<file path="src/rtl/uart_pkg.sv">
// Shared UART constants and types; the receiver and the receive FIFO agree on UART_DATA_SIZE.
package uart_pkg;

   localparam int UART_DATA_SIZE       = 8;
   localparam int UART_FIFO_ADDR_WIDTH = 4;
   localparam int UART_FIFO_AF_LEVEL   = 12;

   // rx_done edge detector: HELD means rx_done was high on the previous clk edge.
   typedef enum logic {
      EDGE_IDLE = 1'b0,
      EDGE_HELD = 1'b1
   } edge_state_t;

endpackage

</file>
<file path="src/rtl/uart_fifo_mem.sv">
// Simple dual-port register array: unregistered write port, registered read port.
module uart_fifo_mem #(
   parameter int DATA_SIZE  = 8,
   parameter int ADDR_WIDTH = 4
) (
   input  logic                  clk,
   input  logic                  reset_n,
   input  logic                  i_wr_en,
   input  logic [ADDR_WIDTH-1:0] i_wr_addr,
   input  logic [DATA_SIZE-1:0]  i_wr_data,
   input  logic                  i_rd_en,
   input  logic [ADDR_WIDTH-1:0] i_rd_addr,
   output logic [DATA_SIZE-1:0]  o_rd_data
);

   logic [DATA_SIZE-1:0] r_mem [0:(2**ADDR_WIDTH)-1];
   logic [DATA_SIZE-1:0] r_rd_data;

   // Storage is deliberately left unreset.
   always_ff @(posedge clk) begin
      if (i_wr_en) begin
         r_mem[i_wr_addr] <= i_wr_data;
      end
   end

   // A read of the slot being written in the same cycle returns the old word.
   always_ff @(posedge clk or negedge reset_n) begin
      if (!reset_n) begin
         r_rd_data <= '0;
      end else if (i_rd_en) begin
         r_rd_data <= r_mem[i_rd_addr];
      end
   end

   assign o_rd_data = r_rd_data;

endmodule

</file>
<file path="src/rtl/uart_rx_fifo.sv">
// Receive FIFO behind the UART receiver: one write per rx_done assertion, registered read.
// Sticky overrun reporting is built only when UART_RX_FIFO_OVERRUN_EN is defined.
module uart_rx_fifo
   import uart_pkg::*;
#(
   parameter int DATA_SIZE  = UART_DATA_SIZE,
   parameter int ADDR_WIDTH = UART_FIFO_ADDR_WIDTH,
   parameter int AF_LEVEL   = UART_FIFO_AF_LEVEL
) (
   input  logic                  clk,
   input  logic                  reset_n,
   input  logic                  rx_done,
   input  logic [DATA_SIZE-1:0]  rx_data,
   input  logic                  rd_en,
   output logic [DATA_SIZE-1:0]  rd_data,
   output logic                  rd_valid,
   output logic                  empty,
   output logic                  full,
   output logic                  almost_full,
   output logic [ADDR_WIDTH:0]   level,
   output logic                  overrun,
   input  logic                  overrun_clr,
   output edge_state_t           dbg_edge_state
);

   localparam logic [ADDR_WIDTH:0] DEPTH_L = (ADDR_WIDTH+1)'(2**ADDR_WIDTH);
   localparam logic [ADDR_WIDTH:0] AF_L    = (ADDR_WIDTH+1)'(AF_LEVEL);

   logic [ADDR_WIDTH:0] r_wr_ptr;
   logic [ADDR_WIDTH:0] r_rd_ptr;
   logic                r_rd_valid;
   edge_state_t         r_edge_state;
   edge_state_t         w_edge_next;
   logic                w_wr_req;
   logic                w_rd_fire;
   logic                w_wr_en;

   // Edge detector: state register, next state, output decode.
   always_ff @(posedge clk or negedge reset_n) begin
      if (!reset_n) r_edge_state <= EDGE_IDLE;
      else          r_edge_state <= w_edge_next;
   end

   always_comb begin
      w_edge_next = EDGE_IDLE;
      if (rx_done) w_edge_next = EDGE_HELD;
   end

   always_comb begin
      w_wr_req = 1'b0;
      if (r_edge_state == EDGE_IDLE && rx_done) w_wr_req = 1'b1;
   end

   assign dbg_edge_state = r_edge_state;

   assign level       = r_wr_ptr - r_rd_ptr;
   assign empty       = (level == '0);
   assign full        = (level == DEPTH_L);
   assign almost_full = (level >= AF_L);

   // Read handshake: rd_en is a request taken only while !empty; rd_valid pulses
   // for exactly one cycle on the edge after acceptance, with rd_data alongside.
   assign w_rd_fire = rd_en & ~empty;
   // A pop in the same cycle frees the slot a full-FIFO write needs.
   assign w_wr_en   = w_wr_req & (~full | w_rd_fire);

   always_ff @(posedge clk or negedge reset_n) begin
      if (!reset_n) begin
         r_wr_ptr   <= '0;
         r_rd_ptr   <= '0;
         r_rd_valid <= 1'b0;
      end else begin
         if (w_wr_en)   r_wr_ptr <= r_wr_ptr + 1'b1;
         if (w_rd_fire) r_rd_ptr <= r_rd_ptr + 1'b1;
         r_rd_valid <= w_rd_fire;
      end
   end

   assign rd_valid = r_rd_valid;

   uart_fifo_mem #(
      .DATA_SIZE  (DATA_SIZE),
      .ADDR_WIDTH (ADDR_WIDTH)
   ) u_mem (
      .clk       (clk),
      .reset_n   (reset_n),
      .i_wr_en   (w_wr_en),
      .i_wr_addr (r_wr_ptr[ADDR_WIDTH-1:0]),
      .i_wr_data (rx_data),
      .i_rd_en   (w_rd_fire),
      .i_rd_addr (r_rd_ptr[ADDR_WIDTH-1:0]),
      .o_rd_data (rd_data)
   );

`ifdef UART_RX_FIFO_OVERRUN_EN
   logic r_overrun;
   logic w_drop;

   assign w_drop = w_wr_req & full & ~w_rd_fire;

   // A drop in the same cycle as a clear leaves the flag set.
   always_ff @(posedge clk or negedge reset_n) begin
      if (!reset_n)         r_overrun <= 1'b0;
      else if (w_drop)      r_overrun <= 1'b1;
      else if (overrun_clr) r_overrun <= 1'b0;
   end

   assign overrun = r_overrun;
`else
   logic w_unused_overrun_clr;

   assign w_unused_overrun_clr = overrun_clr;
   assign overrun              = 1'b0;
`endif

endmodule
</file>
<file path="config.mk">
export PLATFORM = sky130hd
export DESIGN_NAME = uart_rx_fifo
export DESIGN_NICKNAME = d
export VERILOG_FILES = /design/src/rtl/uart_pkg.sv /design/src/rtl/uart_fifo_mem.sv /design/src/rtl/uart_rx_fifo.sv
export SDC_FILE = /design/constraint.sdc
export NUM_CORES = 1
export LEC_CHECK = 0
export ABC_CLOCK_PERIOD_IN_PS = 3500
export CORE_AREA = 3 3 108 188
export CTS_BUF_LIST = sky130_fd_sc_hd__clkbuf_4 sky130_fd_sc_hd__clkbuf_8 sky130_fd_sc_hd__clkbuf_16
export DETAILED_ROUTE_END_ITERATION = 10
export DIE_AREA = 0 0 111 191
export PLACE_DENSITY = 0.58
export SLEW_MARGIN = 20
export SYNTH_ARGS = -nofsm -noshare
export SYNTH_HDL_FRONTEND = slang
export SYNTH_SLANG_ARGS = --single-unit
</file>
<file path="constraint.sdc">
create_clock -name clk -period 3.5 [get_ports clk]
set_input_delay 0.525 -clock clk [delete_from_list [all_inputs] [get_ports clk]]
set_output_delay 0.525 -clock clk [all_outputs]
set_load 0.005 [all_outputs]
</file>
==> results list, run 1 <==
- In the synthesized netlist, the number of instances is 309.
- CTS Root Buffer Type: sky130_fd_sc_hd__clkbuf_16
- Post-layout nets: 378
- Placement Setup Slack: 0.222 ns
- Vertical extent of the die: 191 um
* Number of global-route vias before repair: 3177
* Min setup slack post-route: 0.114 ns
- After synthesis, flip-flops and latches occupy 72.2% of the total area.
- Entering global routing, the biggest net connects 36 pins.
* Post-route DRC: 0
- Along the worst path, the maximum fanout reaches 4.
* Aggregate global routing overflow: 0
- PwrDens: 875 nW/um^2
- Leak pwr: 2.51 nW
- Measured against its own limit, the worst slew margin works out to 41.6%.
- Hold Vio Cnt, Final: 0
- At the pin with the least slew margin, the transition time is 0.873 ns.
- First-pass iteration count of the detailed router: 4
- In this run, post-CTS hold repair placed 0 buffers.
* Weighted congestion at the end of routability-driven global placement: 0.738
* Worst R2R End: u_mem.r_mem[2][6]$_DFFE_PP_
- I/O pins: 32
* #FFs+latches synth: 148
* Area of the core region: 19000 um^2
- Layout-stage area growth over the synthesis result: 20.7%
- CTS saw 148 sinks.
- Die X-Extent: 111 um
* Most used cells in the layout excluding fill and tap cells: sky130_fd_sc_hd__edfxtp_1, sky130_fd_sc_hd__mux4_2, sky130_fd_sc_hd__clkdlybuf4s50_1
- Switching power: 1.87 mW
- Final-layout setup total negative slack: 0 ns
- Post-DR wirelength/cell: 20.3 um
- Synth unique cells: 36
- Between clock sinks in the finished design, the worst skew comes to 0.00738 ns.
- Critical path launch point type: flop
- Global routing used 12.4% of the available tracks.
* R2R cell count: 10
* Initial Utilization: 31.6%
- Net switching is 29.5% of the power.
- The clock reaches the later pin of the worst-skew pair after 0.42 ns.
- Final critical delay including setup and external delays: 3.39 ns
- After the first detailed-routing iteration, the DRC count stood at 244.
- For this block, the routed nets add up to 12400 um of wire.
- In this run the worst hold path is classified as input port to asynchronous set/reset pin.
- Data required time at the worst endpoint: 2.97 ns
* Area of the die: 21200 um^2
- The flow ran to the end, and the final reports show no timing, DRC or antenna violations.
- During placement, the flow inserted port buffers numbering 29.
- The longest clock path from root to sink contains 2 buffers.
- Clock share of power: 30.5%
- Sequential cells burn 35.2% of the power.
- Row generation in the floorplan step produced 67 rows.
- Capturing element type of the critical path: primary output
- Nets in the synthesized netlist: 332
* Setup violators final: 0
* Via total after detailed routing: 2944
- The internal portion of the total power is 4.48 mW.
- Peak ir drop on the vdd network: 322 uV
- TritonCTS built the clock tree.
- The startpoint identified for the worst register-to-register timing path is r_wr_ptr[0]$_DFFE_PN0P_.
- Count of pins over their slew limit: 0
* Netlist Area Pre-Place: 6010 um^2
- Number of diodes: 0
- Counting the buffers created by CTS gives 17.
- Based on the critical path, the design can be clocked at up to 0.295 GHz.
* Number of levels the H-tree was split into: 4
* Mean number of vias per cell: 4.83
- The count of nets left with antenna violations once routing finished came out at 0.
* Tcrit/Tclk final: 96.8%
- Share of final-layout standard cells stronger than drive strength 1: 25.5%
* Mean instance size in the synthesized netlist: 19.5 um^2
- Unrepaired setup endpoints after global routing: false
- Critical path data arrival time: 2.86 ns
- Global-route wire length before repair: 19100 um
- Yosys printed 0 warnings.
- Type of the setup path with the least slack: flop to primary output
- The number of antenna violations at the first check in global routing came to 0.
- DP HPWL: 8240 um
- Power, Total: 6.35 mW
- Leaving out fill and tap cells, the most frequent cell in the layout is sky130_fd_sc_hd__edfxtp_1.
- Register-to-register setup slack: 0.24 ns
- After clock tree synthesis, the clock-pin slew on the worst setup and hold paths is 0.06 ns.
* Max_cap viols: 0
* Share of power burned in combinational logic: 34.3%
[power by group through the flow]
stage          Clock, mW  Sequential (mW)  Combinational [mW]
2_1_floorplan          0             2.24                1.36
3_3_place_gp           0             2.26                2.13
3_5_place_dp           0             2.27                2.16
5_1_grt             2.04             2.26                2.38
6_report            1.94             2.23                2.17
4_1_cts             1.98             2.24                2.19
[sequential cells by signal, summed over array words and instances (netlist names)]
name	flops
u_mem.r_mem	128
r_wr_ptr	5
rd_valid	1
r_rd_ptr	5
dbg_edge_state	1
u_mem.o_rd_data	8
[logic make-up (layout without fill, tap and decap cells)]
kind of cell / Yosys count / count (layout) / synth area share, %
AOI/OAI and AO/OA: 23 / 23 / 3.10
xor gates and xnor gates: 11 / 11 / 1.60
adders and majority gates: 10 / 10 / 2.21
buffers and inverters: 22 / 81 / 1.77
DFF: 148 / 148 / 72.2
muxes: 42 / 42 / 13.9
other: 1 / 1 / 0.0623
and+or+nand+nor: 52 / 52 / 5.12
[layer usage]
layer	track usage, %	vias up	wire (um)
li1	-	1336	-
met1	13.1	1544	4620
met2	23.6	50	7230
met3	2.41	14	311
met4	5.26	0	219
met5	0	-	0
[timing repair]
item / 4_1_cts / 5_1_grt
pin swaps: 1 / 3
resized for setup: 3 / 1
endpoints found under the setup margin: 1 / 70
setup buffers: 1 / 5
[how the worst max path moves through the flow]
stage                                  from                      endpoint  depth (start not counted)
floorplan           r_rd_ptr[1]$_DFFE_PN0P_  u_mem.r_mem[15][0]$_DFFE_PP_                          8
CTS                 r_wr_ptr[0]$_DFFE_PN0P_                         empty                          9
finish              r_wr_ptr[0]$_DFFE_PN0P_                         empty                          9
detailed placement  r_wr_ptr[0]$_DFFE_PN0P_   u_mem.r_mem[4][4]$_DFFE_PP_                          9
global placement    r_wr_ptr[0]$_DFFE_PN0P_   u_mem.r_mem[5][4]$_DFFE_PP_                          9
global route        r_wr_ptr[0]$_DFFE_PN0P_                         empty                          9
[cells in the mapped netlist]
library cell                number  area share, %
sky130_fd_sc_hd__a2111oi_4       1           0.46
sky130_fd_sc_hd__and2_1          1           0.10
sky130_fd_sc_hd__a2bb2o_1        1           0.17
sky130_fd_sc_hd__a22oi_1        16            2.0
sky130_fd_sc_hd__dfrtp_1        20            8.3
sky130_fd_sc_hd__a211o_1         1           0.15
sky130_fd_sc_hd__conb_1          1          0.062
sky130_fd_sc_hd__edfxtp_1      128             64
sky130_fd_sc_hd__buf_6           2           0.37
sky130_fd_sc_hd__xor2_1          6           0.87
sky130_fd_sc_hd__fa_1            1           0.33
sky130_fd_sc_hd__mux4_2         32             12
sky130_fd_sc_hd__mux2_4          1           0.25
sky130_fd_sc_hd__nor2_1          5           0.31
sky130_fd_sc_hd__nor2_2          1           0.10
sky130_fd_sc_hd__nand4_1         1           0.10
sky130_fd_sc_hd__and4bb_2        2           0.42
sky130_fd_sc_hd__and4b_1         4           0.67
sky130_fd_sc_hd__buf_4           1           0.12
sky130_fd_sc_hd__clkbuf_1        5           0.31
sky130_fd_sc_hd__nor2b_1         1           0.10
sky130_fd_sc_hd__nand2_1        13           0.81
sky130_fd_sc_hd__nand2b_1        1           0.10
sky130_fd_sc_hd__nand4b_1        1           0.15
sky130_fd_sc_hd__and3_1         11            1.1
sky130_fd_sc_hd__buf_2           4           0.33
sky130_fd_sc_hd__mux2_2          9            1.7
sky130_fd_sc_hd__a21oi_1         4           0.33
sky130_fd_sc_hd__nor3b_1         2           0.25
sky130_fd_sc_hd__xnor2_1         5           0.73
sky130_fd_sc_hd__nor3_1          2           0.17
sky130_fd_sc_hd__nand3_1         4           0.33
sky130_fd_sc_hd__nand3b_1        2           0.25
sky130_fd_sc_hd__ha_1            9            1.9
sky130_fd_sc_hd__or2_2           1           0.10
sky130_fd_sc_hd__inv_1          10           0.62
[through the flow]
stage	utilization, %	hold WS (ns)	area (um^2)	std cells
after floorplan	-	0.229	6010	309
after global placement	34.5	0.476	6570	571
after detailed placement	34.5	0.477	6570	571
after CTS	38.0	0.486	7220	604
after global routing	38.1	0.103	7260	609
final	38.1	0.0706	7260	609
[layout make-up]
class                   instances  area (um^2)
fillers                      1693        11800
inverters                      10         37.5
multi-input cells             139         1580
clock buffers                  21          462
flip-flops and latches        148         4350
well taps                     241          302
repair buffers                 39          360
clock inverters                11          175
[worst max-delay path: stages (launching register included)]
cell and delay (ns):
sky130_fd_sc_hd__dfrtp_1 0.38, sky130_fd_sc_hd__inv_2 0.08, sky130_fd_sc_hd__ha_1 0.15, sky130_fd_sc_hd__inv_1 0.05
sky130_fd_sc_hd__fa_1 0.49, sky130_fd_sc_hd__nand3b_1 0.19, sky130_fd_sc_hd__a211o_1 0.33, sky130_fd_sc_hd__a2bb2o_4 0.23
sky130_fd_sc_hd__inv_1 0.05, sky130_fd_sc_hd__clkdlybuf4s50_1 0.49
No activity file was read; power rests on OpenSTA's default activity.
==> run 2: changes to the inputs <==
SLEW_MARGIN = not set   (was 20)
==> run 2 against run 1 <==
Register-to-register slack hardly changed. Power about the same. Final cell count is the same. Via count up 0.14%. Die area stayed put. Maximum frequency barely moved. Clock-buffer cell count unchanged. Sequential power barely moved. Combinational power is essentially flat. Worst hold slack gained 0.41 ns. Critical endpoint unchanged.
==> results list, run 2 (synthesized netlist as in run 1, its figures left out) <==
- The run finished with clean final reports.
* DP HPWL: 8240 um (unchanged)
- Clk pin slew, worst setup/hold paths: 0.05 ns (about the same)
- The clock latency reported for the late side of the worst-skew pair is 0.43 ns (about the same).
- Clock Path Buffers: 2 (unchanged)
* Share of final-layout standard cells stronger than drive strength 1: 25.3% (-0.27 points)
- The clock skew after layout is 0.0150 ns (+0.00766 ns).
* Library cell appearing most often on the critical path: sky130_fd_sc_hd__inv_1
- The count of clock tree sinks came to 148 (unchanged).
- The remaining global-route overflow is 0 (unchanged).
- Weighted congestion at the end of routability-driven global placement: 0.738 (unchanged)
* Max reg flops: 128 (unchanged)
- The horizontal extent of the die was 111 um (unchanged).
* I/O pins: 32 (unchanged)
- The number of global-route vias before repair came to 3177 (unchanged).
- Layout-stage area growth over the synthesis result: 20.7% (about the same)
- The number of core rows was 67 (unchanged).
* Highest attainable clock frequency: 0.295 GHz (about the same)
- The number of maximum-capacitance constraint violations was 0 (unchanged).
- The number of DRC violations after detailed routing was 0 (unchanged).
- The total via count in the routed design was 2948 (+0.14%).
* Most common library cell in the layout ignoring fill and taps: sky130_fd_sc_hd__edfxtp_1
- Number of antenna violations at the first check in global routing: 0 (unchanged)
* Worst path cell trace: inv_2, ha_1, inv_1, fa_1, nand3b_1, a211o_1, a2bb2o_4, inv_1, clkdlybuf4s50_1
- The detailed router's first-iteration violation count is 246 (+0.82%).
- Total detailed-routing wirelength: 12500 um (+0.58%)
- The final-layout fill cell count is 1693 (unchanged).
* Cell at the slowest stage of the critical path: sky130_fd_sc_hd__fa_1
- The largest incremental delay on the critical path is 0.49 ns (about the same).
* Number of levels the H-tree was split into: 4 (unchanged)
- Final critical delay including setup and external delays: 3.39 ns (+0.000332 ns)
* Count of pins over their slew limit: 0 (unchanged)
- The first-pass GRT wire length came to 19100 um (unchanged).
* Critical path data arrival time: 2.86 ns (about the same)
- The average detailed-routed wire length per instance came to 20.5 um (+0.58%).
- The min-delay analysis places its worst path in the category flop to flop.
- Number of diodes: 0 (unchanged)
* Overall track demand over capacity in global routing: 12.4% (unchanged)
- Most used cells in the layout excluding fill and tap cells: sky130_fd_sc_hd__edfxtp_1, sky130_fd_sc_hd__mux4_2, sky130_fd_sc_hd__clkdlybuf4s50_1
- The initial core utilization is 31.6% (unchanged).
- PwrDens: 875 nW/um^2 (about the same)
- Area of the die: 21200 um^2 (unchanged)
* Pin count of the biggest net entering global routing: 36 (unchanged)
- The number of buffers inserted by port buffering came to 29 (unchanged).
- The sum of negative setup slack was 0 ns (unchanged).
- Transition time at the pin with the least slew margin: 1.06 ns (+0.183 ns)
* Worst slew margin: 29.4% (-12 points)
- The average vias per placed instance came to 4.84 (+0.14%).
- The share of the clock period used by the worst path after layout came to 96.8% (about the same).
- TritonCTS clock tree: yes
* Minimum hold slack: 0.482 ns (+0.412 ns)
- The worst setup path is captured at a primary output.
- The maximum vdd drop was 326 uV (+1.4%).
- Leak pwr: 2.51 nW (about the same)
- The total iterations of the first detailed-routing run was 4 (unchanged).
- The vertical die dimension came to 191 um (unchanged).
- The required arrival time at the worst endpoint is 2.97 ns (about the same).
- Maximum fanout count along the critical path: 4 (unchanged)
* Hold Vio Cnt, Final: 0 (unchanged)
- The register with the most flip-flops in the final layout is u_mem.r_mem.
- The count of final setup violators is 0 (unchanged).
- The number of buffers inserted for hold repair after clock tree synthesis came to 0 (unchanged).
- The setup path with the least slack is of type flop to primary output.
- Num CTS Buffers: 17 (unchanged)
- Unrepaired setup endpoints after global routing: false
- Area of the core region: 19000 um^2 (unchanged)
- Post-layout nets: 378 (unchanged)
- CTS Root Buffer Type: sky130_fd_sc_hd__clkbuf_16
* Critical path launch point type: flop
- DRT antenna net count: 0 (unchanged)
## run 2: cell types whose count changed in the layout (fill, tap and decap cells not counted), sizes merged
cell	change
buf	-1
clkdlybuf4s50	+1
## run 2: worst paths after layout
kind                            cells past startpoint                     from                              to  slack (ns)
max in group asynchronous                           1                  reset_n         r_rd_ptr[0]$_DFFE_PN0P_        2.11
worst max-delay path                                9  r_wr_ptr[0]$_DFFE_PN0P_                           empty        0.11
worst max register to register                     10  r_wr_ptr[0]$_DFFE_PN0P_     u_mem.r_mem[5][7]$_DFFE_PP_        0.25
min in group asynchronous                           1                  reset_n  u_mem.o_rd_data[1]$_DFFE_PN0P_        0.68
worst min-delay path                                1  r_wr_ptr[4]$_DFFE_PN0P_         r_wr_ptr[4]$_DFFE_PN0P_        0.48
worst min register to register                      1  r_wr_ptr[4]$_DFFE_PN0P_         r_wr_ptr[4]$_DFFE_PN0P_        0.48
## run 2: critical path: cells and delay by family (launching register included)
kind / cells / cell delay [ns]
buf+inv: 4 / 0.67
fa+ha+maj: 2 / 0.64
compound gates: 2 / 0.56
flops: 1 / 0.38
simple gates: 1 / 0.19
## run 2: layout make-up
class | instances | area [um^2] | share of cell area (%)
Clock buffer | 21 | 462 | 6.36
Clock inverter | 11 | 175 | 2.41
Inverter | 10 | 37.5 | 0.517
Multi-Input combinational cell | 139 | 1580 | 21.7
Sequential cell | 148 | 4350 | 59.8
Tap cell | 241 | 302 | 4.15
Timing Repair Buffer | 39 | 365 | 5.03
## run 2: per-stage QoR
step                util (%)  power, mW  cell area, um^2  worst slack [ns]  cells
global route            38.2       6.69             7260          0.000465    609
global placement        34.5       4.39             6570             0.320    571
CTS                     38.0       6.41             7220           0.00469    604
detailed placement      34.5       4.43             6570             0.222    571
finish                  38.2       6.35             7260             0.113    609
floorplan                  -       3.60             6010             0.305    309
## run 2: what timing repair did
| item | 4_1_cts | 5_1_grt |
|---|---|---|
| buffers inserted | 1 | 5 |
| pin swaps | 1 | 3 |
| setup endpoints to repair | 1 | 70 |
| resized for setup | 3 | 1 |
## run 2: routing by layer
metal | vias up | GRT usage, % | part of all wire, %
met5 | - | 0 | 0
met4 | 0 | 5.26 | 1.5
met3 | 13 | 2.41 | 2.5
met2 | 51 | 23.6 | 59
met1 | 1549 | 13.1 | 37
li1 | 1335 | - | -
## run 2: report_power, final
part	switching, mW	total (mW)	internal (mW)	leakage [nW]
clock	0.702	1.94	1.24	0.308
sequential	0.117	2.23	2.12	1.39
combinational	1.06	2.18	1.12	0.808
==> edit 1: new RTL, config.mk and constraints of run 2 <==
`UART_DATA_SIZE`: 8 -> 4.
--- a/src/rtl/uart_pkg.sv
+++ b/src/rtl/uart_pkg.sv
@@ -2,5 +2,5 @@
 package uart_pkg;
 
-   localparam int UART_DATA_SIZE       = 8;
+   localparam int UART_DATA_SIZE       = 4;
    localparam int UART_FIFO_ADDR_WIDTH = 4;
    localparam int UART_FIFO_AF_LEVEL   = 12;
Interface: changed (resized rd_data and rx_data); port bits go from 32 to 24. No check against the original RTL was run, so the function may have changed too.
==> edit 1 against run 2 <==
  * Sequential cell count decreased by 68
  * Final area decreased by 41%
  * Via count decreased by 38%
  * Register-to-register slack improved by 140 ps
  * Total power decreased by 41%
  * Clock power decreased by 53%
  * Area after synthesis decreased by 42%
  * Count of clock-buffer cells in the layout decreased by 9
  * Sequential share of layout area decreased by 5.9 points
  * Routed wire length decreased by 44%
  * Setup slack improved by 57 ps
  * Critical path depth unchanged
  * Combinational power decreased by 29%
  * Critical path type unchanged
==> edit 1: results (changes against run 2) <==
Largest net degree at the start of global routing: 20 (-44%)
CTS clock-pin slew for the worst setup and hold paths: 60 ps
Setup bufs post-CTS: 0 (-1)
Yosys warns: 0 (unchanged)
Slew headroom: 0.493 (+0.199)
Most frequent cells after synthesis: edfxtp_1, dfrtp_1, mux4_2
IO buf count: 21 (-28%)
Worst-path maximum fanout: 5 (+1)
Global-route met1 utilization: 0.0686 (-0.0619)
Vias in the first global route: 2028 (-36%)
Peak VDD IR: 636 µV (+95%)
Met3 GRT Util: 0.0193 (-0.00475)
Initial antenna violation count: 0 (unchanged)
Clk buf depth: 2 (unchanged)
WL final: 6960 µm (-44%)
Initial detailed-routing violation count: 117 (-52%)
Top cells by area, synth: edfxtp_1, dfrtp_1, mux4_2, ha_1, xnor2_1
Switching share of power: 0.320 (+0.0245)
# DRC: 0 (unchanged)
Startpoint types: flip-flop
Clk_skew: 6.13 ps (-8.92 ps)
Hold WC Path Type: reg -> reg
Status: finished clean
CTS buffer count: 9 (-8)
Dpl ws: 325 ps (+103 ps)
Synthesized Nets: 226 (-32%)
Seq/Total Area, Yosys: 0.668 (-0.0539)
CTS-repair resized insts: 0 (-3)
Ys flop type: edfxtp_1
Hpwl dp: 5170 µm (-37%)
First-pass GRT wire length: 11300 µm (-41%)
DP Area: 3990 µm² (-39%)
Routability cong.: 0.743 (+0.77%)
Nets: 257 (-32%)
Worst skew pair latency: 330 ps (-100 ps)
Top flop regs: u_mem.r_mem x64, r_rd_ptr x5, r_wr_ptr x5
First-pass iteration count of the detailed router: 4 (unchanged)
P_leak: 1.48 nW (-41%)
Fraction of layout cells with a size suffix above 1: 0.189 (-0.0634)
EDFF count, synth: 64 (-50%)
Fillers: 1966 (+16%)
Vias: 1834 (-38%)
Total track usage: 0.0704 (-0.0532)
Htree depth: 3 (-1)
Antenna cell count: 0 (unchanged)
Netlist cell types: 35 (-2.8%)
M2 GR Usage: 0.132 (-0.104)
Clk root buf: clkbuf_16
CP Data Arrival Time: 2800 ps (-60 ps)
Post-synth ARST share: 0.200 (+0.0649)
## edit 1: cell types whose count changed in the layout (fill, tap and decap cells not counted), moves of 4 or more
cell	run 2	this run
nand3_1	4	10
edfxtp_1	128	64
and3_1	11	3
nor2_1	5	15
mux2_1	0	5
mux2_2	9	0
nand2_1	13	6
a22oi_1	16	8
buf_4	10	6
xor2_1	6	2
clkdlybuf4s50_1	29	21
mux4_2	32	16
clkbuf_16	17	9
## edit 1: logic make-up after synthesis
group	Yosys count	share of synthesized area
AO/OA/AOI/OAI	16	0.0457
XOR/XNOR	11	0.0277
adder cells (fa/ha/maj)	10	0.0382
buffers and inverters	18	0.0227
flip-flops	80	0.668
multiplexers	22	0.124
other	1	0.00108
AND/OR/NAND/NOR	49	0.0720
## edit 1: final timing paths
kind                       cells after the start                  to                from  slack, ps
max                                            9               empty         r_wr_ptr[0]        170
min                                            1  u_mem.o_rd_data[1]  u_mem.o_rd_data[1]        500
max reg2reg                                    9   u_mem.r_mem[9][0]         r_wr_ptr[0]        390
min reg2reg                                    1  u_mem.o_rd_data[1]  u_mem.o_rd_data[1]        500
max in group asynchronous                      1         r_wr_ptr[2]             reset_n       2380
min in group asynchronous                      1         r_wr_ptr[3]             reset_n        650
## edit 1: worst max-delay path: stages (launching register included)
cell and delay, ps:
dfrtp_1 410, inv_1 150, ha_1 180, inv_1 50
fa_1 470, nand3b_1 220, a211oi_4 300, o2bb2ai_4 130
inv_1 70, clkdlybuf4s50_1 490
## edit 1: final cells by class
type	instances	area share
well taps	241	0.0700
multi-input cells	109	0.253
repair buffers	27	0.0593
clock inverters	4	0.0105
clock buffers	12	0.0590
inverters	11	0.00958
flip-flops and latches	80	0.539
## edit 1: per-stage QoR
stage | std cells | power, mW | util | hold WS [ps]
after floorplan | 207 | 2.24 | - | 229
after global placement | 468 | 2.79 | 0.210 | 483
after detailed placement | 468 | 2.82 | 0.210 | 489
after CTS | 484 | 3.76 | 0.226 | 497
after global routing | 484 | 3.97 | 0.226 | 514
final | 484 | 3.73 | 0.226 | 496
## edit 1: metal layers
layer	vias to the layer above	share of wire
met2	32	0.57
li1	848	-
met4	0	0.034
met5	-	0
met3	17	0.033
met1	937	0.36
## edit 1: power groups by stage
stage          logic (mW)  clock network [mW]  registers (mW)
4_1_cts              1.53               0.944            1.28
2_1_floorplan       0.999                   0            1.24
3_5_place_dp         1.52                   0            1.30
5_1_grt              1.69               0.978            1.30
3_3_place_gp         1.49                   0            1.30
6_report             1.54               0.916            1.28
==> edit 2: new RTL, flow settings as in run 2 <==
Made on the original files. Register the output `level`, with the module's reset; this adds one clock of latency there. The other outputs are not delayed to match.
--- a/src/rtl/uart_rx_fifo.sv
+++ b/src/rtl/uart_rx_fifo.sv
@@ -27,4 +27,6 @@
    localparam logic [ADDR_WIDTH:0] AF_L    = (ADDR_WIDTH+1)'(AF_LEVEL);
 
+   logic [ADDR_WIDTH:0] level_d;
+
    logic [ADDR_WIDTH:0] r_wr_ptr;
    logic [ADDR_WIDTH:0] r_rd_ptr;
@@ -54,8 +56,8 @@
    assign dbg_edge_state = r_edge_state;
 
-   assign level       = r_wr_ptr - r_rd_ptr;
-   assign empty       = (level == '0);
-   assign full        = (level == DEPTH_L);
-   assign almost_full = (level >= AF_L);
+   assign level_d     = r_wr_ptr - r_rd_ptr;
+   assign empty       = (level_d == '0);
+   assign full        = (level_d == DEPTH_L);
+   assign almost_full = (level_d >= AF_L);
 
    // Read handshake: rd_en is a request taken only while !empty; rd_valid pulses
@@ -114,3 +116,11 @@
 `endif
 
+   always_ff @(posedge clk or negedge reset_n) begin
+      if (!reset_n) begin
+         level <= '0;
+      end else begin
+         level <= level_d;
+      end
+   end
+
 endmodule
Function: changed (a bounded check fails within 4 cycles, from zero or initial values and one cycle with reset_n low).
==> edit 2 against run 2 <==
  * Critical path depth shrank 1
  * Routed wire length shrank 6.6%
  * Clock power shrank 9%
  * Sequential cell count grew 5
  * Total power shrank 4.2%
  * Final area grew 0.90%
  * Setup slack gained 64 ps
  * Area after synthesis grew 2.1%
  * Die area is the same
==> edit 2: results (changes against run 2) <==
Vias in the first global route: 3212 (+1.1%)
Hold WC Path Type: in -> async
Peak VDD IR: 365 µV (+12%)
Netlist cell types: 36 (unchanged)
Max incr delay on CP: 520 ps (+30 ps)
Nets: 383 (+1.3%)
Clk_skew: 7.28 ps (-7.77 ps)
Most flops, register: u_mem.r_mem
Status: finished clean
Slowest cell on the critical path: clkdlybuf4s50_1
Seq/Total Area, Yosys: 0.728 (+0.00566)
Post-synth ARST share: 0.163 (+0.0283)
Vias: 2985 (+1.3%)
Register-to-register setup slack: 230 ps (-20 ps)
Top cells by area, synth: edfxtp_1, mux4_2, dfrtp_1, a22oi_1, ha_1
Initial detailed-routing violation count: 157 (-36%)
Dpl ws: 208 ps (-13.6 ps)
Hold slack: 474 ps (-7.85 ps)
Htree depth: 4 (unchanged)
WL final: 11600 µm (-6.6%)
Fillers: 1694 (+0.059%)
Fraction of layout cells with a size suffix above 1: 0.247 (-0.00607)
Max Freq: 0.301 GHz (+1.9%)
Gate Count Post-Synth: 314 (+1.6%)
First-pass GRT wire length: 18300 µm (-4.4%)
CP Data Arrival Time: 2800 ps (-60 ps)
Most frequent cells after synthesis: edfxtp_1, mux4_2, dfrtp_1
Hpwl dp: 7730 µm (-6.2%)
Synthesized Nets: 337 (+1.5%)
Final std cells w/o fill: 614 (+0.82%)
Worst-path maximum fanout: 3 (-1)
Number of instances in the placed design: 578 (+1.2%)
Total track usage: 0.116 (-0.00752)
DP Area: 6710 µm² (+2.1%)
Routability cong.: 0.823 (+12%)
P_leak: 2.56 nW (+2.2%)
Slew headroom: 0.417 (+0.123)
CTS buffer count: 17 (unchanged)
edit 2: cells by family after synthesis:
kind of cell,after synthesis,share of synthesized area
other,1,0.000611
adder cells (fa/ha/maj),10,0.0216
XOR/XNOR,11,0.0157
AO/OA/AOI/OAI,23,0.0304
buffers and inverters,22,0.0173
AND/OR/NAND/NOR,52,0.0501
flip-flops,153,0.728
multiplexers,42,0.136
edit 2: worst paths after layout:
check                                         end
worst min-delay path                  r_wr_ptr[0]
worst max register to register  u_mem.r_mem[6][1]
min in group clk                      r_rd_ptr[4]
worst min register to register        r_rd_ptr[4]
max in group asynchronous             r_rd_ptr[0]
worst max-delay path                         full
edit 2: cell type report:
cell class,instances,share of cell area
Sequential cell,153,0.610
Multi-Input combinational cell,139,0.215
Clock buffer,18,0.0599
Timing Repair Buffer,39,0.0502
Tap cell,241,0.0412
Clock inverter,14,0.0186
Inverter,10,0.00512
edit 2: power by group:
part           switching (mW)  total, mW  leakage (nW)  internal, mW
Sequential              0.128       2.34          1.45          2.21
Combinational           0.978       1.99         0.828          1.01
Clock                   0.748       1.76         0.286          1.02
Total                    1.85       6.09          2.56          4.23
edit 2: metrics by stage:
| step | power (mW) | utilization |
|---|---|---|
| 3_3_place_gp | 4.30 | 0.353 |
| 6_report | 6.09 | 0.385 |
| 2_1_floorplan | 3.68 | - |
| 5_1_grt | 6.43 | 0.385 |
| 3_5_place_dp | 4.34 | 0.353 |
| 4_1_cts | 6.14 | 0.383 |
edit 2: per-layer routing:
metal,vias up,GRT usage,part of all wire
met3,18,0.0272,0.028
met4,0,0.0531,0.022
met2,46,0.216,0.57
met1,1570,0.124,0.38
li1,1351,-,-
met5,-,0,0
edit 2: repair_timing:
action                                  4_1_cts  5_1_grt
resized for setup                             3        1
endpoints found under the setup margin        1        2
hold buffers                                  0        0
pin swaps                                     0        4
buffers inserted                              0        4
